$ cat config.mk
export PLATFORM = sky130hd
export DESIGN_NAME = program_sequencer
export DESIGN_NICKNAME = d
export VERILOG_FILES = /design/src/rtl/program_sequencer.sv
export SDC_FILE = /design/constraint.sdc
export NUM_CORES = 1
export LEC_CHECK = 0
export ABC_AREA = 1
export BUFFER_PORTS_ARGS = -buffer_cell sky130_fd_sc_hd__buf_2
export CELL_PAD_IN_SITES_DETAIL_PLACEMENT = 1
export CELL_PAD_IN_SITES_GLOBAL_PLACEMENT = 2
export CORE_ASPECT_RATIO = 1.5
export CORE_MARGIN = 8
export CORE_UTILIZATION = 39
export DETAILED_ROUTE_END_ITERATION = 8
export PLACE_DENSITY_LB_ADDON = 0.1
export SYNTH_ARGS = -nofsm -noshare
export SYNTH_HDL_FRONTEND = slang
export SYNTH_SLANG_ARGS = --single-unit
$ cat constraint.sdc
create_clock -name clk -period 8.25 [get_ports clk]
set_input_delay 0.825 -clock clk [delete_from_list [all_inputs] [get_ports clk]]
set_output_delay 0.825 -clock clk [all_outputs]
set_load 0.005 [all_outputs]
$ cat src/rtl/program_sequencer.sv
// Program sequencer: fetches 9-bit words from a small loadable program memory,
// issues data words to a datapath with a ready handshake and executes jumps/halt itself.
module program_sequencer #(
  parameter int ADDR_W = 4
) (
  input  logic              clk,
  input  logic              reset,
  input  logic              load_en,
  input  logic [ADDR_W-1:0] load_addr,
  input  logic [8:0]        load_data,
  input  logic              start,
  input  logic              stop,
  input  logic              dp_ready,
  input  logic              flag,
  output logic [7:0]        instr,
  output logic              instr_valid,
  output logic [ADDR_W-1:0] pc,
  output logic              busy,
  output logic              done
);

  localparam int DEPTH = 2 ** ADDR_W;

  typedef enum logic [2:0] {IDLE, FETCH, EXEC, ISSUE, DONE} state_t;

  state_t            state;
  logic [8:0]        ir;
  logic [8:0]        mem [DEPTH];
  logic [ADDR_W-1:0] pc_next_seq;
  logic [ADDR_W-1:0] target;

  assign pc_next_seq = pc + ADDR_W'(1);
  assign target      = ir[ADDR_W-1:0];

  // Program memory comes out of reset filled with HALT so an unloaded run ends at once.
  always_ff @(posedge clk or posedge reset) begin
    if (reset) begin
      for (int i = 0; i < DEPTH; i++) mem[i] <= 9'h100;
    end else if (load_en && state == IDLE) begin
      mem[load_addr] <= load_data;
    end
  end

  always_ff @(posedge clk or posedge reset) begin
    if (reset) begin
      state       <= IDLE;
      pc          <= '0;
      ir          <= 9'h000;
      instr       <= 8'h00;
      instr_valid <= 1'b0;
      busy        <= 1'b0;
      done        <= 1'b0;
    end else begin
      done        <= 1'b0;
      instr       <= 8'h00;
      instr_valid <= 1'b0;
      if (stop && state != IDLE) begin
        state <= IDLE;
        busy  <= 1'b0;
      end else begin
        case (state)
          IDLE: begin
            if (start) begin
              pc    <= '0;
              state <= FETCH;
              busy  <= 1'b1;
            end
          end
          FETCH: begin
            ir    <= mem[pc];
            state <= EXEC;
          end
          EXEC: begin
            if (!ir[8]) begin
              instr       <= ir[7:0];
              instr_valid <= 1'b1;
              state       <= ISSUE;
            end else begin
              state <= FETCH;
              case (ir[7:6])
                2'b00: begin
                  state <= DONE;
                  done  <= 1'b1;
                end
                2'b01: pc <= target;
                2'b10: pc <= flag ? target : pc_next_seq;
                2'b11: pc <= flag ? pc_next_seq : target;
              endcase
            end
          end
          ISSUE: begin
            // Word stays on instr until the datapath takes it.
            if (dp_ready) begin
              pc    <= pc_next_seq;
              state <= FETCH;
            end else begin
              instr       <= ir[7:0];
              instr_valid <= 1'b1;
            end
          end
          DONE: begin
            state <= IDLE;
            busy  <= 1'b0;
          end
          default: begin
            state <= IDLE;
            busy  <= 1'b0;
          end
        endcase
      end
    end
  end

endmodule

### Yosys cells after proc, flatten, opt, wreduce, memory -nomap -nowiden

Cells that the tools add are included.
W data, S select, Z words.

| storage, ports and cells | value |
|---|---|
| flip-flop bits (word level) | 171 |
| output and inout port bits | 15 |
| logic and storage cells | 89 |

| operators by class | value |
|---|---|
| $add $sub $neg | 1 |
| magnitude comparators | 3 |
| equality and inequality tests | 13 |
| muxes and demuxes | 34 |
| bitwise logic cells | 3 |
| reduce and logical (&&, ||, !) cells | 12 |

Operator list:

| kind | count |
|---|---|
| $bwmux W144 | 1 |
| $bmux W9 S4 | 1 |
| $demux W9 S4 | 1 |
| $mux W9 | 3 |
| $mux W8 | 3 |
| $pmux W4 S3 | 2 |
| $mux W4 | 5 |
| $pmux W8 S2 | 1 |
| $mux W3 | 5 |
| $pmux W3 S4 | 1 |
| $ge A5 B5 Y1 const B | 2 |
| $not A4 Y5 | 2 |
| $mux W1 | 9 |
| $eq A3 B2 Y1 const B | 2 |
| $ne A2 B2 Y1 const B | 3 |
| $reduce_and A2 Y1 | 3 |
| $reduce_and A6 Y1 | 1 |
| $reduce_bool A3 Y1 | 2 |
| $lt A5 B1 Y1 const B | 1 |
| $add A4 B1 Y4 const B | 1 |
| $eq A2 B2 Y1 const B | 2 |
| $ne A4 B1 Y1 const B | 1 |
| $pmux W1 S2 | 2 |
| $eq A3 B1 Y1 const B | 1 |
| 9 further kinds | 11 |

### Depth between registers and ports, before layout

Gate-level depths: netlist of the first run.

| depth | value |
|---|---|
| depth after elaboration | 6 |
| gate-level depth with buffers | 11 |
| depth with buffers taken out | 11 |

### Least setup slack after synthesis of the first run

Ideal clock, no wire load.

| timing | value |
|---|---|
| kind | input port to flip-flop |
| from | input port load_addr[0] |
| to | register mem[54] (netlist name) |
| setup time | 0.126 ns |
| arrival | 1.679 ns |
| setup slack | 6.445 ns |
| stages on the path | 6 |
| buffers on the path | 1 |
| cells stage by stage | inv_1 > nor2_1 > nand3_1 > nor2_2 > clkbuf_2 > o21ai_0 |

| on the way | value |
|---|---|
| word-level cells in the longest chain between the ends | 6 |

Ends and longest elaborated chain:

| what | line | RTL |
|---|---|---|
| start, declared | 9 | `input logic [ADDR_W-1:0] load_addr,` |
| $not A4 Y5 (not written as such) (*) | 40 | `mem[load_addr] <= load_data;` |
| $ge A5 B5 Y1 (not written as such) or $lt A5 B1 Y1 (tied branches) | 40 |  |
| $logic_and A1 B1 Y1 (not written as such) | 40 |  |
| $mux W9 (not written as such) | 40 |  |
| $demux W9 S4 (*) | 40 |  |
| $bwmux W144 (*) | 40 |  |
| end signal, assigned by index | 40 |  |
| end, declared | 28 | `logic [8:0] mem [DEPTH];` |

Mark *: on every way between the ends. The rest lies on a longest branch, timed or not.
A chain may end at the register's enable or synchronous reset.

### Worst setup path after layout of the first run

| timing | value |
|---|---|
| from | register pc[0] |
| to | output port pc[0] |

RTL lines:

| what | line | RTL |
|---|---|---|
| start, declared | 17 | `output logic [ADDR_W-1:0] pc,` |
| start signal, assigned | 85 | `2'b01: pc <= target;` |
| start signal, assigned | 86 | `2'b10: pc <= flag ? target : pc_next_seq;` |
| start signal, assigned | 87 | `2'b11: pc <= flag ? pc_next_seq : target;` |

No word-level cell between the ends.

==> results of run 1 <==
==> cell usage in the layout, fill, tap and decap left out, types with 5 or more instances in the layout <==
master	n
nand2_1	374
inv_1	176
dfrtp_1	154
o21ai_0	133
nand3_1	131
buf_2	34
nor2_1	27
clkbuf_16	17
dfstp_2	16
o21ai_1	12
nor2_2	9
buf_4	7
nand2_2	6
o21ai_2	6
clkinvlp_4	5
==> through the flow <==
stage / worst slack, ns / instance area [µm²] / utilization (%)
after floorplan: 2.82 / 8430 / -
after global placement: 5.94 / 8760 / 40.8
after detailed placement: 5.89 / 8760 / 40.8
after CTS: 5.57 / 9390 / 43.7
after global routing: 5.52 / 9390 / 43.7
final: 5.59 / 9390 / 43.7
==> power by group through the flow <==
stage          Clock [µW]  Combinational, µW  Sequential, µW
2_1_floorplan           0                852            1390
4_1_cts               889               1200            1430
3_3_place_gp            0               1170            1430
5_1_grt               919               1380            1480
6_report              871               1190            1420
3_5_place_dp            0               1190            1440
==> cell type report <==
class | count | share of cell area [%]
inverter | 183 | 7.37
multi-input combinational | 718 | 34.1
clock inverter | 13 | 2.01
timing repair buffer | 41 | 2.37
sequential | 171 | 45.8
tap | 272 | 3.62
clock buffer | 19 | 4.72
==> layer usage <==
layer  wire, µm  track usage (%)  part of all wire (%)
met5          0                0                     0
met4        572             6.94                   2.2
met3        594             3.00                   2.3
met2      12700             34.4                    48
met1      12300             27.9                    47
==> worst max-delay path: stages, from the launching register on <==
cell and delay [ns]:
dfrtp_2 0.37, buf_4 0.76, buf_2 0.25
==> worst max-delay path by stage <==
| stage | startpoint | endpoint | slack, ns |
|---|---|---|---|
| after floorplan | reset | busy | 2.82 |
| after global placement | load_addr[1] | mem[99] | 5.94 |
| after detailed placement | load_addr[1] | mem[139] | 5.89 |
| after CTS | pc[0] | pc[0] | 5.57 |
| after global routing | pc[0] | pc[0] | 5.52 |
| final | pc[0] | pc[0] | 5.59 |
==> sequential cells by signal (all words and copies together) (netlist names) <==
name / cells
instr_valid: 1
pc: 4
state: 3
done: 1
mem: 144
instr: 8
busy: 1
ir: 9
==> kinds of logic after synthesis <==
logic type      after synthesis
simple gates                558
buf+inv                     237
xor+xnor                      1
compound gates              155
flops                       171
fa+ha+maj                     4
==> results.md, run 1 <==
- Comb pwr share: 34.1%
- CP Class: flip-flop to output port
- R2R setup slack: ~6 ns
- Async SR Flop Fraction: 100%
- Hold_ws: 0.464 ns
- RSZ-0062 raised after global routing: false
- Count leader, synth: nand2_1
- Non-Filler Instances: 1,417
- Final Hold Fails: 0
- Clock share of power: 25.0%
- Clk sinks: ~170
- CTS Buf Count: 17
- Power density cells: approximately 370 nW/µm²
- Critical-path maximum fanout: 81
- Arrival @ worst endpoint: 1.83 ns
- Number of DRC markers in iteration 0: 410
- Initial Util: ~39%
- CP Data Required Time: ~7.4 ns
- Clock Tree Root: clkbuf_16
- Number of synthesized flops with an enable pin: 0
- Wirelength per Cell: 18.4 µm
- IO Count: 35
- Total power: about 3500 µW
- Fin. max-slew vios: 0
- Post-synthesis mux area share: 0%
- Die Width: roughly 140 µm
- Antenna violations before repair: 0
- Max IR drop VDD: around 0.15 mV
- Global-route wire length before repair: ~43,000 µm
- Die ar.: approximately 27,000 µm²
- Fin crit share: approximately 32%
- Max Clock Skew: 0.00819 ns
- Multi-input gate area: between 3000 and 4000 µm²
- Max Cap Viol: 0
- Worst slew margin: 35.1%
- Routability cong.: between 0.8 and 0.9
- # Post-CTS Setup Buffers: 0
- Htree depth: 4
- Final wirelength: between 20,000 and 30,000 µm
- Largest family of logic cells by synthesized area: simple AND/OR/NAND/NOR gates
- Avg Synthesized Cell Area: 7.49 µm²
- Tightest Hold Check Type: input pin to async pin
- Drt pass-1 iters: 5
- Pleak: ~0.0047 µW
- Reg clk slew, reported paths: approximately 0.070 ns
- Gr usage total: 21.0%
- Row count: 66
- XOR/XNOR share of the synthesized area: less than 1%
- Filler instances: ~2,700
- Ant. Diodes: 0
- Synth Net Count: approximately 1,200
- Reg2reg start: pc[0]
- Vias: 7,077
- Routed Antenna Nets: 0
- Share of cells above drive strength 1: 10.3%
- Pint: roughly 2200 µW
- Core box area: ~21,000 µm²
- Synthesized area: around 8400 µm²
- DIE HEIGHT: between 150 and 200 µm
- Fin crit period: 2.66 ns
- Storage element area: ~4300 µm²
- Status: completed
- Final TNS setup: 0 ns
- Final setup viols: 0
- Share of power burned in registers: between 40 and 50%
- Fmax: between 300 and 400 MHz
- Placed insts: between 1,000 and 1,500
- Compound-gate portion of the synthesized area: a little under a tenth
- CTS tree: yes
- GRT Residual Overflow: 0
- Area leader, netlist: dfrtp_1
- I/O Buffers: 34
- Max clock buf depth: 2
- Adder-cell area share of the yosys netlist: 0.594%
- Largest net degree at the start of global routing: roughly 80
- Area added between synthesis and finish: 11.4%
- Switch Pwr: between 1000 and 1500 µW
- Yosys top cell area share: approximately 46%
- Final #Nets: approximately 1,200
- DRC: 0
- DP HPWL: 17,700 µm
- Synth Flop Type: dfrtp_1
- R2R depth: 9
- Synth area leaders: dfrtp_1 (46%), nand2_1 (17%), o21ai_0 (7.9%)
- Synthesized instance count: ~1,100
- Yosys warning total: 0
- Switch share: a little under two fifths
- Crit path launch type: flip-flop
- Synth unique cells: 28
- Resize count post-CTS: 0
- Hold-fix buffers, CTS: 0
- Clk_lat worst skew: approximately 0.44 ns
- Register area share after synthesis: 51.0%
- Via-to-Cell Ratio: between 4 and 5
- Crit end category: output port
- Least-Margin Pin Slew: 0.973 ns
- Vias in the first global route: between 7,000 and 8,000
- #FFs+latches synth: approximately 170
- Most frequent cells after synthesis: nand2_1 (374), inv_1 (177), dfrtp_1 (155), o21ai_0 (133), nand3_1 (131)
- Simple-gate share of the synthesized area: around 28%
- End of the worst register-to-register path: ir[1]
Power figures use the tool's default switching activity.
==> run 2: changes to the inputs <==
- ABC_AREA: 1 -> 0
- CORE_UTILIZATION: 39 -> 45
- clock period: 8.25 -> 2.5 ns (I/O delays scaled with it)
==> run 2 against run 1 <==
Clock-buffer cell count increased by 1. Synthesized area fell by 7.6%. Non-clock buffer count grew 16. Total power grew to 3.1 times the previous value.
==> results.md, run 2 <==
- Status: completed (unchanged)
- GRT Residual Overflow: 0 (unchanged)
- Pint: 7580 µW (was 2160 µW)
- Tightest Hold Check Type: input pin to flip-flop (was input pin to async pin)
- Row count: 59 (was 66)
- R2R setup slack: 0.34 ns (was 5.98 ns)
- Wirelength per Cell: 23.4 µm (was 18.4 µm)
- Antenna violations before repair: 0 (unchanged)
- Switch share: 29.8% (was 38.0%)
- CP max stage delay: 0.48 ns (was 0.76 ns)
- Register area share after synthesis: 55.2% (was 51.0%)
- R2R depth: 5 (was 9)
- Final wirelength: 19,000 µm (was 26,100 µm)
- Max IR drop VDD: 0.546 mV (was 0.149 mV)
- Adder-cell area share of the yosys netlist: 0.642% (was 0.594%)
- Synth Net Count: 563 (was 1,150)
- DIE HEIGHT: 177 µm (was 196 µm)
- Vias: 4,631 (was 7,077)
- Least-Margin Pin Slew: 0.682 ns (was 0.973 ns)
- Placed insts: 777 (was 1,385)
- Vias in the first global route: 5,160 (was 7,340)
- I/O Buffers: 34 (unchanged)
- Synthesized area: 7790 µm² (was 8430 µm²)
- DRC: 0 (unchanged)
- Storage element area: 4300 µm² (about the same)
- Worst path slowest cell: nor3_4 (was buf_4)
- Multi-input gate area: 3340 µm² (was 3200 µm²)
- Final #Nets: 608 (was 1,156)
- Yosys warning total: 0 (unchanged)
- XOR/XNOR share of the synthesized area: 0.112% (was 0.104%)
- Max Cap Viol: 0 (unchanged)
- Fin crit period: 2.16 ns
- Share of power burned in registers: 43.3% (was 40.9%)
- Hold path start: start
- Power density cells: 1210 nW/µm² (was 371 nW/µm²)
- Clock Tree Root: clkbuf_16 (unchanged)
- Biggest register: mem (unchanged)
- End of the worst register-to-register path: mem[136] (was ir[1])
- Critical path cell sequence: nor4b_4 > and2b_1 > nand2b_2 > nor3_4 > mux2_2 (was buf_4 > buf_2)
- Number of synthesized flops with an enable pin: 0 (unchanged)
- Regs by FF count: mem x144, ir x9, instr x8 (unchanged)
- Drt pass-1 iters: 6 (was 5)
- Critical-path maximum fanout: 9 (was 81)
- Routability cong.: 0.755 (was 0.808)
- Max reg flops: 144 (unchanged)
- Max clock buf depth: 2 (unchanged)
- Arrival @ worst endpoint: 2.47 ns (was 1.83 ns)
- Final Hold Fails: 0 (unchanged)
- Die Width: 123 µm (was 136 µm)
- DP HPWL: 13,300 µm (was 17,700 µm)
- Yosys top cell area share: 49.8% (was 46.0%)
- Ant. Diodes: 0 (unchanged)
- Area added between synthesis and finish: 14.9% (was 11.4%)
- Reg clk slew, reported paths: 0.06 ns (was 0.07 ns)
- Non-Filler Instances: 810 (was 1,417)
- Gr usage total: 19.0% (was 21.0%)
- #FFs+latches synth: 171 (unchanged)
- Hold Crit Endpoint: state[0]
- Hold path depth: 3
- Compound-gate portion of the synthesized area: 3.42% (was 9.53%)
- Count leader, synth: dfrtp_1 (was nand2_1)
- Global-route wire length before repair: 30,700 µm (was 42,800 µm)
- Max Clock Skew: 0.00887 ns (was 0.00819 ns)
- Async SR Flop Fraction: 100% (unchanged)
- Clk sinks: 171 (unchanged)
- CTS Buf Count: 17 (unchanged)
- Final TNS setup: 0 ns (unchanged)
- Number of DRC markers in iteration 0: 163 (was 410)
- Crit path launch type: flip-flop (unchanged)
- IO Count: 35 (unchanged)
- Filler instances: 1,664 (was 2,731)
- Most common cell after layout, fill and taps aside: dfrtp_1 (was nand2_1)
- Simple-gate share of the synthesized area: 6.73% (was 27.8%)
- Pleak: 0.00399 µW (was 0.00470 µW)
- Crit end category: flip-flop (was output port)
- Most frequent cells in the layout: dfrtp_1 (153), mux2_2 (146), mux4_2 (35) (was nand2_1 (374), inv_1 (176), dfrtp_1 (154))
- Share of cells above drive strength 1: 49.9% (was 10.3%)
- Clock share of power: 25.8% (was 25.0%)
- Routed Antenna Nets: 0 (unchanged)
- Most frequent cells after synthesis: dfrtp_1 (155), mux2_2 (146), mux4_2 (35), nand2_1 (34), o21ai_0 (19) (was nand2_1 (374), inv_1 (177), dfrtp_1 (155), o21ai_0 (133), nand3_1 (131))
- Core box area: 17,100 µm² (was 21,500 µm²)
- Fin crit share: a little under nine tenths
- Area leader, netlist: dfrtp_1 (unchanged)
- Clk_lat worst skew: 0.43 ns (was 0.44 ns)
- Reg2reg start: state[1] (was pc[0])
- Fmax: roughly 460 MHz
- Worst slew margin: 54.5% (was 35.1%)
- Synth Flop Type: dfrtp_1 (unchanged)
- Htree depth: 4 (unchanged)
- Avg Synthesized Cell Area: 14.5 µm² (was 7.49 µm²)
- CP Class: flip-flop to flip-flop (was flip-flop to output port)
- Fin. max-slew vios: 0 (unchanged)
- Largest family of logic cells by synthesized area: multiplexers (was simple AND/OR/NAND/NOR gates)
- Synthesized instance count: 539 (was 1,126)
- Final setup viols: 0 (unchanged)
- Switch Pwr: 3210 µW (was 1320 µW)
- Synth area leaders: dfrtp_1 (50%), mux2_2 (21%), mux4_2 (10%) (was dfrtp_1 (46%), nand2_1 (17%), o21ai_0 (7.9%))
- Comb pwr share: 30.8% (was 34.1%)
- Die ar.: 21,900 µm² (was 26,700 µm²)
- CP Data Required Time: 2.81 ns (was 7.42 ns)
- RSZ-0062 raised after global routing: false (unchanged)
- CTS tree: yes (unchanged)
- Initial Util: 45.5% (was 39.3%)
- Post-synthesis mux area share: 32.0% (was 0%)
- Largest net degree at the start of global routing: 54 (was 82)
- Synth unique cells: 42 (was 28)
- Via-to-Cell Ratio: 5.72 (was 4.99)
-- run 2: changes by cell type after synthesis, sizes merged, moves of 9 or more --
cell    delta
nor2      -20
mux2     +146
o21ai    -132
and2       +9
a21oi     +11
inv      -177
nand3    -124
clkbuf    -22
mux4      +35
nand2    -343
-- run 2: cell families (layout without fill, tap and decap cells) --
kind of cell             count (synthesis)  in the layout
multiplexers                           187            187
flip-flops                             171            171
AND/OR/NAND/NOR                         96             96
AO/OA/AOI/OAI                           45             45
buffers and inverters                   35             93
adder cells (fa/ha/maj)                  4              4
XOR/XNOR                                 1              1
-- run 2: per-stage QoR --
step                      setup WS [ns]  area, µm²  utilization, %  total power (µW)  hold WS (ns)
after global placement            0.387       8310            48.5              7910         0.375
final                             0.341       8950            52.3             10800         0.109
after CTS                         0.308       8950            52.3             10900        0.0952
after global routing              0.203       8950            52.3             11400         0.102
after floorplan                  0.0804       7800               -              7040         0.323
after detailed placement          0.330       8310            48.5              8130         0.394
-- run 2: worst max-delay path, delay by kind of cell (launching register included) --
family / cells / cell delay (ns)
simple gates: 4 / 1.16
mux: 1 / 0.40
flops: 1 / 0.47
-- run 2: area by class of cell --
cell class,instances,share of cell area (%)
well taps,213,2.98
inverters,4,0.210
multi-input cells,333,37.3
clock inverters,12,1.80
clock buffers,20,5.21
repair buffers,57,4.42
flip-flops and latches,171,48.1
-- run 2: how the worst max path moves through the flow --
stage                     cells after the start       end  slack, ns     start
after floorplan                               1      busy       0.08     reset
after CTS                                     5  mem[136]       0.31  state[1]
after detailed placement                      5  mem[136]       0.33  state[1]
after global routing                          5  mem[136]       0.20  state[1]
final                                         5  mem[136]       0.34  state[1]
after global placement                        5  mem[137]       0.39  state[1]
-- run 2: what timing repair did --
item,CTS,global route
hold buffers,1,0
hold endpoints to repair,24,0
resized for setup,0,0
setup buffers,0,0
-- run 2: power by group through the flow --
stage	Combinational [µW]	Sequential, µW	Clock [µW]
3_5_place_dp	3390	4740	0
2_1_floorplan	2650	4380	0
6_report	3330	4680	2790
4_1_cts	3400	4690	2840
5_1_grt	3660	4840	2940
3_3_place_gp	3280	4620	0
-- run 2: per-layer routing --
metal	part of all wire (%)	routed length (µm)	GRT usage, %
met5	0	0	0
met4	1.6	294	6.50
met3	3.2	598	3.35
met2	54	10300	32.9
met1	41	7800	23.2
